[src/rtl/vect_store_serializer.sv]
// vect_store_serializer: takes one whole vector store from the pipe register
// and writes its enabled lanes, lowest index first, one per cycle to a scalar
// memory write port. Upstream is held off (stall) until the store completes.
// Ports: clk, reset (async, active-low), in_valid/in_ready, base_addr, vect,
//   lane_mask, mem_we/mem_addr/mem_wdata/mem_ready, stall, busy, done.
// Optional VSTORE_STRIDE_EN adds input 'stride': lane i goes to base+i*stride.
module vect_store_serializer #(
    parameter int WIDTH        = 8,
    parameter int registerSize = 16,
    parameter int vectorSize   = 4
) (
    input  logic                                   clk,
    input  logic                                   reset,
    input  logic                                   in_valid,
    output logic                                   in_ready,
    input  logic [WIDTH-1:0]                       base_addr,
`ifdef VSTORE_STRIDE_EN
    input  logic [WIDTH-1:0]                       stride,
`endif
    input  logic [vectorSize-1:0][registerSize-1:0] vect,
    input  logic [vectorSize-1:0]                  lane_mask,
    output logic                                   mem_we,
    output logic [WIDTH-1:0]                       mem_addr,
    output logic [registerSize-1:0]                mem_wdata,
    input  logic                                   mem_ready,
    output logic                                   stall,
    output logic                                   busy,
    output logic                                   done
);

    localparam int LW = (vectorSize > 1) ? $clog2(vectorSize) : 1;

    typedef enum logic [1:0] {
        S_IDLE = 2'd0,
        S_SEND = 2'd1,
        S_DONE = 2'd2
    } state_t;

    state_t                                  r_state;
    logic [vectorSize-1:0][registerSize-1:0] r_vect;
    logic [WIDTH-1:0]                        r_base;
    // Lanes still to be presented; the lane on mem_* is already cleared here.
    logic [vectorSize-1:0]                   r_rem;
`ifdef VSTORE_STRIDE_EN
    logic [WIDTH-1:0]                        r_stride;
`endif

    logic [LW-1:0]         w_cap_cur;
    logic [LW-1:0]         w_nxt_cur;
    logic [vectorSize-1:0] w_cap_rem;
    logic [vectorSize-1:0] w_nxt_rem;
    logic [WIDTH-1:0]      w_cap_stride;
    logic [WIDTH-1:0]      w_run_stride;
    logic [WIDTH-1:0]      w_cap_addr;
    logic [WIDTH-1:0]      w_nxt_addr;

    // Priority encoder: index of the lowest set bit (0 when none set).
    function automatic logic [LW-1:0] f_lowest(input logic [vectorSize-1:0] m);
        f_lowest = '0;
        for (int i = vectorSize - 1; i >= 0; i--) begin
            if (m[i]) f_lowest = LW'(i);
        end
    endfunction

    always_comb begin
`ifdef VSTORE_STRIDE_EN
        w_cap_stride = stride;
        w_run_stride = r_stride;
`else
        w_cap_stride = WIDTH'(1);
        w_run_stride = WIDTH'(1);
`endif
        w_cap_cur  = f_lowest(lane_mask);
        w_nxt_cur  = f_lowest(r_rem);
        // m & (m-1) drops the lowest set bit
        w_cap_rem  = lane_mask & (lane_mask - vectorSize'(1));
        w_nxt_rem  = r_rem & (r_rem - vectorSize'(1));
        w_cap_addr = base_addr + WIDTH'(w_cap_cur) * w_cap_stride;
        w_nxt_addr = r_base + WIDTH'(w_nxt_cur) * w_run_stride;
    end

    assign in_ready = (r_state == S_IDLE);
    assign busy     = (r_state != S_IDLE);
    assign stall    = in_valid & ~in_ready;

    always_ff @(posedge clk or negedge reset) begin
        if (!reset) begin
            r_state   <= S_IDLE;
            r_vect    <= '0;
            r_base    <= '0;
            r_rem     <= '0;
`ifdef VSTORE_STRIDE_EN
            r_stride  <= '0;
`endif
            mem_we    <= 1'b0;
            mem_addr  <= '0;
            mem_wdata <= '0;
            done      <= 1'b0;
        end else begin
            unique case (r_state)
                S_IDLE: begin
                    done <= 1'b0;
                    if (in_valid) begin
                        r_vect <= vect;
                        r_base <= base_addr;
`ifdef VSTORE_STRIDE_EN
                        r_stride <= stride;
`endif
                        if (lane_mask == '0) begin
                            r_rem   <= '0;
                            r_state <= S_DONE;
                            done    <= 1'b1;
                        end else begin
                            // First lane is presented straight from the inputs
                            r_rem     <= w_cap_rem;
                            r_state   <= S_SEND;
                            mem_we    <= 1'b1;
                            mem_addr  <= w_cap_addr;
                            mem_wdata <= vect[w_cap_cur];
                        end
                    end
                end
                S_SEND: begin
                    if (mem_ready) begin
                        if (r_rem == '0) begin
                            mem_we  <= 1'b0;
                            r_state <= S_DONE;
                            done    <= 1'b1;
                        end else begin
                            r_rem     <= w_nxt_rem;
                            mem_addr  <= w_nxt_addr;
                            mem_wdata <= r_vect[w_nxt_cur];
                        end
                    end
                end
                S_DONE: begin
                    done    <= 1'b0;
                    r_state <= S_IDLE;
                end
                default: begin
                    mem_we  <= 1'b0;
                    done    <= 1'b0;
                    r_state <= S_IDLE;
                end
            endcase
        end
    end

endmodule
[config.mk]
export PLATFORM = sky130hd
export DESIGN_NAME = vect_store_serializer
export DESIGN_NICKNAME = d
export VERILOG_FILES = /design/src/rtl/vect_store_serializer.sv
export SDC_FILE = /design/constraint.sdc
export NUM_CORES = 1
export LEC_CHECK = 0
export CAP_MARGIN = 20
export CORE_UTILIZATION = 52
export DETAILED_ROUTE_END_ITERATION = 10
export GPL_TIMING_DRIVEN = 0
export HOLD_SLACK_MARGIN = 0.02
export PLACE_DENSITY = 0.81
export SYNTH_ARGS = -nofsm -noshare
export SYNTH_HDL_FRONTEND = slang
export SYNTH_SLANG_ARGS = --single-unit
[constraint.sdc]
create_clock -name clk -period 2.75 [get_ports clk]
set_clock_uncertainty 0.05 [all_clocks]
set_input_delay 0.6875 -clock clk [delete_from_list [all_inputs] [get_ports clk]]
set_output_delay 0.6875 -clock clk [all_outputs]
set_load 0.1 [all_outputs]
==> reports/qor.yml <==
placed_design:
  finalWeightedCongestion: 0.9367
  dpl.cell_count: 761
  dpl.hpwl_um: 11700
  port_buffers: 106
run_status:
  status: "complete, no violations"
floorplanning:
  start_util_pct: 54.58
  num_rows: 36
  die_area_mm2: 0.01086
  die_y_um: 104.2
  ioPinCount: 109
  die_width_um: 104.2
  core_area_mm2: 0.009955
global_routing:
  antenna_found_initial: 0
  gr-usage-all-layers_pct: 29.75
  grt_start_max_net_pins: 62
  overflow: 0
  grt_pass1_wl_um: 25270
  grt_pass1_vias: 5019
timing:
  grt_setup_unrepaired: "no"
  fin_crit_ns: 2.690
  maxSlewViolCount: 0
  tightest_slew_ns: 0.9874
  finalSetupViolCount: 0
  hold_viol: 0
  timing.final.crit_share_pct: 97.82
  setup_tns_ns: 0
  timing.fmax_mhz: 371.7
  max_slew_margin_pct: 33.97
yosys:
  syn_avg_cell_area_um2: 10.43
  synth-seq-area-share_pct: 47.44
  yosysTopAreaCell: "dfrtp_1"
  yosys-top-cells-area: "dfrtp_1, mux2_2, a211oi_1"
  synth_top_area_share_pct: 47.44
  synth_nets: 607
  ys_seq_elements: 103
  synth.distinct_cells: 49
  yosysWarningCount: 0
  synth.cell_area_mm2: 0.005433
  async_reset_ff_share_pct: 100.0
  synthFlopType: "dfrtp_1"
  synth_edf_count: 0
  syn_inst: 521
clock_network:
  clk_latency_ns: 0.37
  numCtsBuffers: 9
  cts_tree: "built"
  cts_hold_buf: 0
  htreeDepth: 3
  clk_pin_slew_worst_paths_ns: 0.10
  ctsRootBufferMaster: "clkbuf_8"
  cts_sinks: 103
  cts_max_path_buffers: 2
final_layout:
  nNetsFinal: 722
  fillerInstances: 741
  drive_above_1_share_pct: 19.19
  area_delta_synth_final_pct: 26.99
  diodes: 0
  finalNonFillerCells: 774
routing:
  ant_nets: 0
  postRouteWirelength_um: 15820
  drc: 0
  via_count: 4889
  drt_iter0_drc: 377
  wl_per_cell_um: 20.44
  vias_per_cell: 6.317
  dr.pass1.iters: 5
job:
  cap_violations: 0
power_and_ir_drop:
  ir_drop_uv: 1310
  leakage_nw: 2.833
  powerDensity_mw_per_mm2: 1302
critical_path:
  cp-end-kind: "output pin"
  regToRegSetupSlack_ns: 0.13
  cp_data_required_time_ns: 2.01
  critPathLaunchType: "register"
  crit_fanout: 10
  worst_ep_arrival_time_ns: 1.95
  path_class: "register to output pin"
min_path:
  hold_path_class: "primary input to asynchronous set/reset pin"
-- final cells by class --
cell class | count | area, um^2 | area share, %
Inverter | 29 | 108.9 | 1.578
Sequential cell | 103 | 2577 | 37.36
Buffer | 41 | 202.7 | 2.938
Clock buffer | 9 | 123.9 | 1.795
Clock inverter | 7 | 80.08 | 1.161
Tap cell | 133 | 166.4 | 2.412
Timing Repair Buffer | 108 | 1089 | 15.78
Multi-Input combinational cell | 344 | 2551 | 36.98
-- state kept, by name (all words and copies together), names as in the netlist --
signal     cells
r_base         8
mem_addr       8
r_state        2
mem_wdata     16
r_vect        64
done           1
r_rem          3
mem_we         1
-- Yosys cell counts (all sizes together), types with 3 or more instances --
| master | n |
|---|---|
| dfrtp | 103 |
| mux2 | 53 |
| nand2 | 48 |
| a211oi | 32 |
| inv | 28 |
| o21ai | 28 |
| clkbuf | 24 |
| o31ai | 22 |
| buf | 21 |
| o21a | 20 |
| a22oi | 17 |
| o22ai | 17 |
| a221oi | 16 |
| a31o | 16 |
| nor3 | 12 |
| nor2 | 10 |
| a21oi | 8 |
| nand3 | 5 |
| ha | 4 |
| nor2b | 3 |
| or2 | 3 |
-- worst max-delay path: stages (launching register included) --
cell and delay (ns):
dfrtp_1 0.38, buf_2 0.18, nor2_4 0.15, dlygate4sd2_1 0.88
-- metal layers --
| layer | GRT usage [%] | wire length (um) |
|---|---|---|
| met5 | 0 | 0 |
| met4 | 15.82 | 677 |
| met3 | 2.694 | 1125 |
| met2 | 50.14 | 7778 |
| met1 | 38.09 | 6239 |
-- timing repair --
action,in CTS,in global routing
gates resized for setup,10,4
setup endpoints to repair,10,7
setup buffers,1,0
pin swaps,1,0
-- placed cells by master, fill, tap and decap left out, drive strengths merged, types with 2 or more instances in the layout --
cell	netlist	final
nand2	48	48
mux2i	2	2
fa	2	2
nand2b	2	2
ha	4	4
clkdlybuf4s50	0	101
inv	28	30
nand4	2	2
nor2	10	10
clkinv	1	4
o31ai	22	22
dlygate4sd2	0	2
clkbuf	24	31
xnor2	2	2
a21oi	8	8
a211oi	32	32
buf	21	23
nand3	5	5
nor2b	3	3
nand3b	2	2
xor2	2	2
mux2	53	53
o21a	20	20
a31o	16	16
o22ai	17	17
o21bai	2	2
a32oi	2	2
nor3	12	12
nor3b	2	2
dfrtp	103	103
or2	3	3
a22oi	17	17
o21ai	28	28
a221oi	16	16
-- per-stage QoR --
stage / hold WS [ns] / util [%] / setup slack [ns] / cell area (um^2) / total power [mW]
6_report: 0.2590 / 69.31 / 0.05988 / 6899 / 8.981
5_1_grt: 0.3002 / 69.31 / 0.02018 / 6899 / 9.416
4_1_cts: 0.2714 / 69.39 / 0.04105 / 6908 / 8.934
3_5_place_dp: 0.4199 / 67.23 / -0.9130 / 6693 / 7.950
3_3_place_gp: 0.4107 / 66.98 / -2.914 / 6668 / 7.795
2_1_floorplan: 0.3419 / - / 0.009165 / 5440 / 6.505
-- worst paths after layout --
| check | from | end | cells after the start |
|---|---|---|---|
| max | r_state[0] | in_ready | 3 |
| min | reset | r_vect[7] | 1 |
| max reg2reg | r_rem[2] | mem_addr[7] | 10 |
| min reg2reg | mem_addr[2] | mem_addr[2] | 2 |
| max in group asynchronous | reset | r_vect[47] | 2 |
| min in group clk | mem_addr[2] | mem_addr[2] | 2 |
-- where the power goes --
part           leakage, nW  switching, mW  internal (mW)  total (mW)
Clock                0.102          0.559          0.433       0.992
Combinational         1.49           3.41           1.82        5.22
Sequential            1.24          0.493           2.27        2.77
Total                 2.83           4.46           4.52        8.98
-- cell families (layout without fill, tap and decap cells) --
logic type,count (synthesis),count (layout),synth area share (%)
compound gates,186,186,24.80
xor+xnor,4,4,0.6450
fa+ha+maj,6,6,1.658
buf+inv,74,194,6.011
flops,103,103,47.44
mux,55,55,11.35
simple gates,93,93,8.084
(Power assumes the default switching activity.)
